**config.mk**
```make
export PLATFORM = sky130hd
export DESIGN_NAME = keytap_debouncer
export DESIGN_NICKNAME = d
export VERILOG_FILES = /design/src/rtl/keytap_debouncer.sv
export SDC_FILE = /design/constraint.sdc
export NUM_CORES = 1
export LEC_CHECK = 0
export BUFFER_PORTS_ARGS = -buffer_cell sky130_fd_sc_hd__buf_2
export CAP_MARGIN = 10
export CORE_ASPECT_RATIO = 1.25
export CORE_UTILIZATION = 45
export DETAILED_ROUTE_END_ITERATION = 10
export GPL_TIMING_DRIVEN = 0
export PLACE_DENSITY_LB_ADDON = 0.3
export SLEW_MARGIN = 30
export SYNTH_ARGS = -nofsm -noshare
export SYNTH_HDL_FRONTEND = slang
export SYNTH_SLANG_ARGS = --single-unit
```
**constraint.sdc**
```tcl
create_clock -name clk24 -period 3.1 [get_ports clk24]
set_input_delay 0.155 -clock clk24 [delete_from_list [all_inputs] [get_ports clk24]]
set_output_delay 0.155 -clock clk24 [all_outputs]
set_load 0.05 [all_outputs]
```
**src/rtl/keytap_debouncer.sv**
```systemverilog
// Step-key conditioner: two-flop synchronizer, debounce FSM with optional
// hold-to-repeat, and one-cycle press/release/repeat strobes.
// The release strobe is named key_release because "release" is a reserved
// word in SystemVerilog.
module keytap_debouncer #(
    parameter int DEBOUNCE_CYCLES = 120000,
    parameter int REPEAT_DELAY    = 12000000,
    parameter int REPEAT_PERIOD   = 2400000,
    parameter int REARM_CYCLES    = 2,
    parameter int CNT_W           = 24
) (
    input  logic clk24,
    input  logic n_reset,
    input  logic n_key_raw,
    input  logic repeat_en,
    output logic n_key_out,
    output logic press,
    output logic key_release,
    output logic rpt,
    output logic held
);

    typedef enum logic [2:0] {
        IDLE,
        PRESS_WAIT,
        HELD,
        REARM,
        RPT_WAIT,
        REL_WAIT
    } state_t;

    localparam logic [CNT_W-1:0] DEB_LAST    = CNT_W'(DEBOUNCE_CYCLES - 1);
    localparam logic [CNT_W-1:0] DELAY_LAST  = CNT_W'(REPEAT_DELAY - 1);
    localparam logic [CNT_W-1:0] PERIOD_LAST = CNT_W'(REPEAT_PERIOD - 1);
    localparam logic [CNT_W-1:0] REARM_LAST  = CNT_W'(REARM_CYCLES - 1);
    localparam logic [CNT_W-1:0] CNT_MAX     = '1;

    logic             sync1;
    logic             ks;
    state_t           state;
    state_t           state_next;
    logic [CNT_W-1:0] timer;
    logic [CNT_W-1:0] timer_next;
    logic [CNT_W-1:0] timer_inc;
    logic             from_rpt;
    logic             from_rpt_next;
    logic             held_next;
    logic             n_key_out_next;

    // Two-flop synchronizer; idles high so reset looks like a released key
    always_ff @(posedge clk24 or negedge n_reset) begin
        if (!n_reset) begin
            sync1 <= 1'b1;
            ks    <= 1'b1;
        end else begin
            sync1 <= n_key_raw;
            ks    <= sync1;
        end
    end

    // Saturating increment of the shared timer
    always_comb begin
        timer_inc = (timer == CNT_MAX) ? timer : timer + CNT_W'(1);
    end

    // Next state, next timer value and the Mealy strobes
    always_comb begin
        state_next    = state;
        timer_next    = timer_inc;
        from_rpt_next = from_rpt;
        press         = 1'b0;
        key_release   = 1'b0;
        rpt           = 1'b0;
        case (state)
            IDLE: begin
                timer_next = '0;
                if (!ks) begin
                    state_next = PRESS_WAIT;
                end
            end
            PRESS_WAIT: begin
                if (ks) begin
                    state_next = IDLE;
                    timer_next = '0;
                end else if (timer == DEB_LAST) begin
                    state_next    = HELD;
                    timer_next    = '0;
                    from_rpt_next = 1'b0;
                    press         = 1'b1;
                end
            end
            HELD: begin
                if (ks) begin
                    state_next    = REL_WAIT;
                    timer_next    = '0;
                    from_rpt_next = 1'b0;
                end else if (!repeat_en) begin
                    timer_next = '0;
                end else if (timer == DELAY_LAST) begin
                    state_next = REARM;
                    timer_next = '0;
                    rpt        = 1'b1;
                end
            end
            REARM: begin
                if (timer == REARM_LAST) begin
                    state_next = RPT_WAIT;
                    timer_next = '0;
                end
            end
            RPT_WAIT: begin
                if (ks) begin
                    state_next    = REL_WAIT;
                    timer_next    = '0;
                    from_rpt_next = 1'b1;
                end else if (!repeat_en) begin
                    timer_next = '0;
                end else if (timer == PERIOD_LAST) begin
                    state_next = REARM;
                    timer_next = '0;
                    rpt        = 1'b1;
                end
            end
            REL_WAIT: begin
                if (!ks) begin
                    state_next = from_rpt ? RPT_WAIT : HELD;
                    timer_next = '0;
                end else if (timer == DEB_LAST) begin
                    state_next  = IDLE;
                    timer_next  = '0;
                    key_release = 1'b1;
                end
            end
            default: begin
                state_next = IDLE;
                timer_next = '0;
            end
        endcase
    end

    // Level outputs are decoded from the upcoming state so they come straight off flops
    always_comb begin
        held_next      = (state_next inside {HELD, REARM, RPT_WAIT, REL_WAIT});
        n_key_out_next = !(state_next inside {HELD, RPT_WAIT, REL_WAIT});
    end

    // State, timer and registered level outputs
    always_ff @(posedge clk24 or negedge n_reset) begin
        if (!n_reset) begin
            state     <= IDLE;
            timer     <= '0;
            from_rpt  <= 1'b0;
            held      <= 1'b0;
            n_key_out <= 1'b1;
        end else begin
            state     <= state_next;
            timer     <= timer_next;
            from_rpt  <= from_rpt_next;
            held      <= held_next;
            n_key_out <= n_key_out_next;
        end
    end

endmodule

```
After elaboration in Yosys (flattened, before gate mapping). Cells that the tools add are included.

Memories: 0. Bits in registers: 32. Output and inout port bits: 5. Latch bits: 0. Memory bits (read-only): 0. Word-level logic and storage cells: 75. RAM bits: 0.

Div/mod/pow operators: 0. Multiplexer cells: 43. Reductions and logical operators: 6. Shifts and indexed selects: 0. Bitwise operators: 0. $lt $le $gt $ge: 0. Add/sub/neg operators: 1. Multipliers: 0. Equality and inequality tests: 18.

Operator list (count): $mux 24 (11); $pmux 24 s5 (1); $eq 24x24->1 const B (2); $mux 3 (13); $add 24x1->24 const B (1); $eq 24x1->1 const B (1); $eq 24x17->1 const B (1); $eq 24x22->1 const B (1); $pmux 3 s6 (1); $mux 1 (15); $eq 3x2->1 const B (4); $eq 3x3->1 const B (4); $ne 2x2->1 const B (4); $reduce_bool 3->1 (2); $reduce_and 5->1 (1); $reduce_bool 4->1 (1); $eq 3x1->1 const B (1); $logic_not 3->1 (1); $pmux 1 s3 (1); $pmux 1 s2 (1); $logic_not 1->1 (1).

Depth between registers and ports, before layout. Gate-level depths: netlist of the first run.

Depth after elaboration: 8. Mapped depth: 8. Mapped depth without buffers: 8.

Worst setup path before layout of the first run. OpenSTA, ideal clock, no wires.

Kind: register to output. Start point: reg timer[0]. End point: out key_release. Required time: 2.945 ns. Path buffers: 0. Slack: 0.405 ns. Arrival: 2.540 ns. Cell stages (with the launch flop): 6. Cells stage by stage: dfrtp_1 -> ha_1 -> and3_2 -> nand3_1 -> or4_4 -> nor3_1.

Longest elaborated chain between the ends: 4.

RTL lines: start, declared (line 42) `logic [CNT_W-1:0] timer;`; start signal, assigned (line 157) `timer <= timer_next;`; $eq 24x17->1 (line 128) `end else if (timer == DEB_LAST) begin`; $mux 1 (line 128); $mux 1 (line 125) `if (!ks) begin`; $mux 1 (line 74) `case (state)`; end, declared (line 18) `output logic key_release,`.

No other way between the ends.

Final worst setup path of the first run.
Start point: reg timer[8]. End point: out rpt.

Longest elaborated chain between the ends: 5.

RTL lines: $eq 24x22->1 or $eq 24x24->1 (tied branches) (line 118, 99); $mux 1 (on tied branches) (line 118, 99); $mux 1 (on tied branches) (line 116, 97); $mux 1 (on tied branches) (line 112, 93); $pmux 1 s2 * (line 74); end, declared (line 19) `output logic rpt,`.

Every way passes the cells marked *; elsewhere a longest branch is shown, timed or not.

==> impl_metrics.json, run 1 <==
{
  "finalWirelength_um": 4210,
  "root_driver": "clkbuf_8",
  "path_class": "reg2out",
  "coreArea_um2": 4130,
  "insertion_delay_ns": 0.29,
  "drt_first_iter_violations": 90,
  "net-switching-power_w": 0.000186,
  "yosysTopAreaCell": "dfrtp_1",
  "htreeDepth": 2,
  "finalCritPeriodShare": 0.869,
  "core.rowCount": 26,
  "die_x_um": 61.1,
  "vias_per_cell": 5.67,
  "clk_pin_slew_worst_paths_ns": 0.06,
  "internal-power_w": 0.000616,
  "slew_violations": 0,
  "grt_first_pass_wirelength_um": 6850,
  "design.final.nets": 233,
  "grt_max_degree": 33,
  "ys_warn_count": 0,
  "ff_latch_area_um2": 805,
  "seq_power_share": 0.531,
  "routedWlPerCell_um": 14.8,
  "multiInputGateArea_um2": 1080,
  "synthesis.area_um2": 1970,
  "peakVddDrop_uv": 180,
  "initial_standard_cell_utilization_of_the_core": 0.476,
  "dpl-instance-area_um2": 2080,
  "post_synth_top_area_share": 0.369,
  "syn-instance-count": 210,
  "finalSetupViolations": 0,
  "status": "completed",
  "remaining_drc_errors": 0,
  "clock_power_share": 0.411,
  "postSynthAreaPerCell_um2": 9.37,
  "swShare": 0.232,
  "postCtsResizedCells": 0,
  "die_area_um2": 4640,
  "number_of_global_route_vias_before_repair": 1511,
  "power.static_leakage_nw": 0.924,
  "yosysSeqAreaShare": 0.409,
  "synth.distinct_cells": 53,
  "ys_async_sr_fraction": 1.00,
  "cts.path.max_buffers": 2,
  "cts_bufs_inserted": 5,
  "hold_path.class": "reg2reg",
  "arrival_ns": 2.54,
  "max_cap_viol_count": 0,
  "design.portCount": 9,
  "combPwrFrac": 0.057,
  "postSynthNetCount": 216,
  "transition_time_of_the_tightest_slew_check_pin_ns": 0.714,
  "synth_edf_count": 0,
  "critical_path.max_fanout": 5,
  "area_growth_syn_to_layout_pct": 11.3,
  "grt_antenna_before_repair": 0,
  "final_cells": 284,
  "totalPowerFinal_w": 0.000802,
  "critPathRequiredTime_ns": 2.94,
  "ys_ff_latch": 32,
  "timing.setup.tns_ns": 0,
  "placedCellCount": 274,
  "gp_routability_congestion": 0.872,
  "antenna_violating_nets_left": 0,
  "hold_viol_final": 0,
  "drive_gt1_frac": 0.193,
  "io_buffers": 8,
  "n_antenna_cell": 0,
  "synth_top_cells_by_count": "nor2_1 (31), dfrtp_1 (29), nand3_1 (13), xor2_1 (12)",
  "ys.flop_type": "dfrtp_1",
  "synth_area_leaders": "dfrtp_1 (37%), nor2_1 (5.9%), xor2_1 (5.3%)",
  "cts.sink_count": 32,
  "tritoncts": "done",
  "final.setup_skew_ns": 0.00438,
  "minimum_clock_period_ns": 2.69,
  "worst_setup_path_start_kind": "register",
  "fin_area_um2": 2190,
  "max_slew_margin": 0.524,
  "drt_pass1_iterations": 4,
  "pwr_density_cell_nw_per_um2": 367,
  "num_vias": 1611,
  "layout.filler_cells": 407,
  "max_freq_mhz": 371,
  "holdWs_ns": 0.355,
  "synth_most_common_cell": "nor2_1",
  "grt_remaining_overflow": 0,
  "setup_repair_after_global_routing_missed_its_margin": "no",
  "track_usage": 0.200,
  "floorplan.die.height_um": 75.9,
  "endpoint_kind": "output port",
  "hpwlAfterDp_um": 3020
}
## flip-flops by register name, indices dropped and copies added, names as in the netlist
| name | flops |
|---|---|
| ks | 1 |
| held | 1 |
| timer | 24 |
| sync1 | 1 |
| from_rpt | 1 |
| state | 3 |
| n_key_out | 1 |
## per-stage QoR
| step | util | setup WS [ns] |
|---|---|---|
| after CTS | 0.530 | 0.389 |
| after global routing | 0.530 | 0.331 |
| final | 0.530 | 0.407 |
| after detailed placement | 0.503 | 0.715 |
| after global placement | 0.503 | 0.699 |
| after floorplan | - | 0.405 |
## worst max-delay path, cell delays in order, from the launching register on
cell and delay [ns]:
dfrtp_1 0.44, or3_1 0.41, or2_0 0.23, or4b_1 0.50, a21oi_1 0.24, nor2b_1 0.17, buf_2 0.27
## layer usage
| layer | up-vias | wire length, um | track usage |
|---|---|---|---|
| li1 | 788 | - | - |
| met1 | 794 | 1860 | 0.235 |
| met2 | 23 | 2160 | 0.330 |
| met3 | 6 | 122 | 0.0358 |
| met4 | 0 | 65 | 0.109 |
| met5 | - | 0 | 0 |
## logic make-up (layout without fill, tap and decap cells)
| group | after synthesis | after routing | share of synthesized area |
|---|---|---|---|
| adder cells (fa/ha/maj) | 2 | 2 | 0.0127 |
| AND/OR/NAND/NOR | 117 | 117 | 0.343 |
| AO/OA/AOI/OAI | 24 | 24 | 0.0852 |
| multiplexers | 3 | 3 | 0.0159 |
| flip-flops | 32 | 32 | 0.409 |
| XOR/XNOR | 21 | 21 | 0.0935 |
| buffers and inverters | 11 | 29 | 0.0407 |
## repair_timing
action | 4_1_cts | 5_1_grt
hold buffers | 2 | 0
endpoints found under the hold margin | 30 | 0
setup buffers | 0 | 0
setup endpoints to repair | 0 | 0
## worst paths after layout
kind / end / slack (ns) / depth (start not counted) / start
worst max-delay path: rpt / 0.41 / 6 / timer[8]
worst min-delay path: ks / 0.36 / 0 / sync1
worst max register to register: timer[23] / 0.75 / 6 / timer[6]
worst min register to register: ks / 0.36 / 0 / sync1
max in group asynchronous: timer[23] / 2.19 / 2 / n_reset
min in group asynchronous: timer[0] / 0.45 / 2 / n_reset
## final cells by class
cell class,instances,share of cell area
multi-input cells,167,0.494
flip-flops and latches,32,0.367
clock buffers,6,0.0377
plain buffers,9,0.0331
well taps,56,0.0320
repair buffers,10,0.0274
clock inverters,2,0.00457
inverters,2,0.00343
## cell usage in the layout (no fill, tap or decap), types with 3 or more instances in the layout
master,synthesis,layout
xnor2_1,9,9
nor3_1,5,5
nand3_1,13,13
dfrtp_1,29,29
a21oi_1,5,5
nand4_1,11,11
nor2_1,31,31
nand2b_1,4,4
clkbuf_8,2,8
a211oi_1,3,3
dfstp_2,3,3
nor4_1,3,3
and3_1,10,10
nand2_1,11,11
xor2_1,12,12
a31oi_1,3,3
o21ai_0,4,4
or2b_2,3,3
and3_2,3,3
buf_2,2,10
## power groups by stage
stage	logic, W	registers [W]	clock network (W)
after floorplan	0.0000275	0.000433	0
after global placement	0.0000453	0.000434	0
after detailed placement	0.0000454	0.000434	0
after CTS	0.0000473	0.000426	0.000340
after global routing	0.0000525	0.000426	0.000359
final	0.0000461	0.000426	0.000330
Note: power is estimated with default switching activity, not from simulation.
==> run 2: changes to the inputs <==
--- a/config.mk
+++ b/config.mk
@@ -6,12 +6,11 @@
 export NUM_CORES = 1
 export LEC_CHECK = 0
 export BUFFER_PORTS_ARGS = -buffer_cell sky130_fd_sc_hd__buf_2
-export CAP_MARGIN = 10
+export CAP_MARGIN = 20
 export CORE_ASPECT_RATIO = 1.25
 export CORE_UTILIZATION = 45
 export DETAILED_ROUTE_END_ITERATION = 10
 export GPL_TIMING_DRIVEN = 0
-export PLACE_DENSITY_LB_ADDON = 0.3
 export SLEW_MARGIN = 30
 export SYNTH_ARGS = -nofsm -noshare
 export SYNTH_HDL_FRONTEND = slang
==> constraint.sdc (replaced) <==
create_clock -name clk24 -period 3.4 [get_ports clk24]
set_input_delay 0.17 -clock clk24 [delete_from_list [all_inputs] [get_ports clk24]]
set_output_delay 0.17 -clock clk24 [all_outputs]
set_load 0.05 [all_outputs]
==> impl_metrics.json, run 2 (synthesis gave the netlist of run 1 again) <==
{
  "insertion_delay_ns": 0.29,
  "hold_path.class": "reg2reg",
  "post-route-worst-setup-slack_ns": 0.632,
  "largest_reg_flops": 24,
  "path_class": "reg2out",
  "postCtsSetupBuffers": 0,
  "grt_remaining_overflow": 0,
  "placement.setup.worst_slack_ns": 0.967,
  "clk_pin_slew_worst_paths_ns": 0.06,
  "grt_antenna_before_repair": 0,
  "setup_repair_after_global_routing_missed_its_margin": "no",
  "tritoncts": "done",
  "drt_first_iter_violations": 93,
  "final.setup_skew_ns": 0.00503,
  "max_slew_margin": 0.524,
  "core.rowCount": 26,
  "max_cap_viol_count": 0,
  "cts.hold.buffers_added": 2,
  "design.portCount": 9,
  "finalSetupViolations": 0,
  "area_growth_syn_to_layout_pct": 11.2,
  "gp_routability_congestion": 0.859,
  "r2r-start": "timer[7]",
  "floorplan.die.height_um": 75.9,
  "power.static_leakage_nw": 0.918,
  "internal-power_w": 0.000566,
  "grt_max_degree": 33,
  "finalCritPeriodShare": 0.814,
  "status": "completed",
  "worst_setup_path_start_kind": "register",
  "num_vias": 1637,
  "peakVddDrop_uv": 170,
  "htreeDepth": 2,
  "initial_standard_cell_utilization_of_the_core": 0.476,
  "arrival_ns": 2.60,
  "combPwrFrac": 0.059,
  "hpwlAfterDp_um": 3250,
  "pwr_density_cell_nw_per_um2": 334,
  "cts.path.max_buffers": 2,
  "routedWlPerCell_um": 15.5,
  "hold_viol_final": 0,
  "max_freq_mhz": 361,
  "die_x_um": 61.1,
  "postCtsResizedCells": 0,
  "cts.sink_count": 32,
  "origin_of_the_worst_min_delay_path": "sync1",
  "drive_gt1_frac": 0.184,
  "vias_per_cell": 5.76,
  "crit_start": "timer[8]",
  "design.final.nets": 233,
  "antenna_violating_nets_left": 0,
  "root_driver": "clkbuf_8",
  "minimum_clock_period_ns": 2.77,
  "die_area_um2": 4640,
  "coreArea_um2": 4130,
  "critical_path.max_fanout": 5,
  "drt_pass1_iterations": 4,
  "track_usage": 0.209,
  "cts_bufs_inserted": 5,
  "slew_violations": 0,
  "clock_power_share": 0.409,
  "number_of_global_route_vias_before_repair": 1574,
  "io_buffers": 8,
  "final_common_cell": "nor2_1",
  "largestRegisters": "timer x24, state x3",
  "largest_register": "timer",
  "swShare": 0.227,
  "critPathRequiredTime_ns": 3.23,
  "remaining_drc_errors": 0,
  "grt_first_pass_wirelength_um": 7270,
  "n_antenna_cell": 0,
  "seq_power_share": 0.532,
  "transition_time_of_the_tightest_slew_check_pin_ns": 0.705,
  "net-switching-power_w": 0.000166,
  "timing.setup.tns_ns": 0,
  "layout_common_cells": "nor2_1 (31), dfrtp_1 (29), nand3_1 (13)",
  "totalPowerFinal_w": 0.000732,
  "finalWirelength_um": 4410,
  "endpoint_kind": "output port"
}
-- run 2: power by group through the flow --
stage | combinational, W | sequential (W) | clock [W]
6_report | 0.0000433 | 0.000389 | 0.000299
3_5_place_dp | 0.0000420 | 0.000396 | 0
5_1_grt | 0.0000489 | 0.000389 | 0.000326
3_3_place_gp | 0.0000403 | 0.000396 | 0
4_1_cts | 0.0000441 | 0.000389 | 0.000305
2_1_floorplan | 0.0000250 | 0.000395 | 0
-- run 2: layer usage --
metal,vias to the layer above,GRT usage,routed length (um)
met5,-,0,0
li1,789,-,-
met1,811,0.262,1920
met4,0,0.0682,63
met3,7,0.0358,109
met2,30,0.352,2320
-- run 2: path summary, 6_finish.rpt --
kind,end,slack [ns],depth (start not counted)
hold reg to reg,ks,0.36,0
hold / removal,ks,0.36,0
min in group asynchronous,state[0],0.46,2
setup reg to reg,timer[17],0.97,7
max in group asynchronous,timer[17],2.48,2
setup / recovery,rpt,0.63,6
-- run 2: area by class of cell --
class	instances	area, um^2
flip-flops and latches	32	805
plain buffers	9	72.6
clock buffers	8	90.1
inverters	2	7.51
well taps	56	70.1
multi-input cells	167	1080
repair buffers	10	60.1
fillers	400	1940
-- run 2: metrics by stage --
step | area, um^2 | hold WS, ns | std cells | utilization
floorplan | 1970 | -0.126 | 210 | -
global placement | 2080 | 0.246 | 274 | 0.503
detailed placement | 2080 | 0.261 | 274 | 0.503
CTS | 2190 | 0.359 | 284 | 0.529
global route | 2190 | 0.364 | 284 | 0.529
finish | 2190 | 0.358 | 284 | 0.529
-- run 2: critical path, stage by stage, from the launching register on --
cell,delay [ns]
dfrtp_1,0.44
or3_1,0.42
or2_0,0.22
or4b_1,0.51
a21oi_1,0.30
nor2b_1,0.16
buf_2,0.26
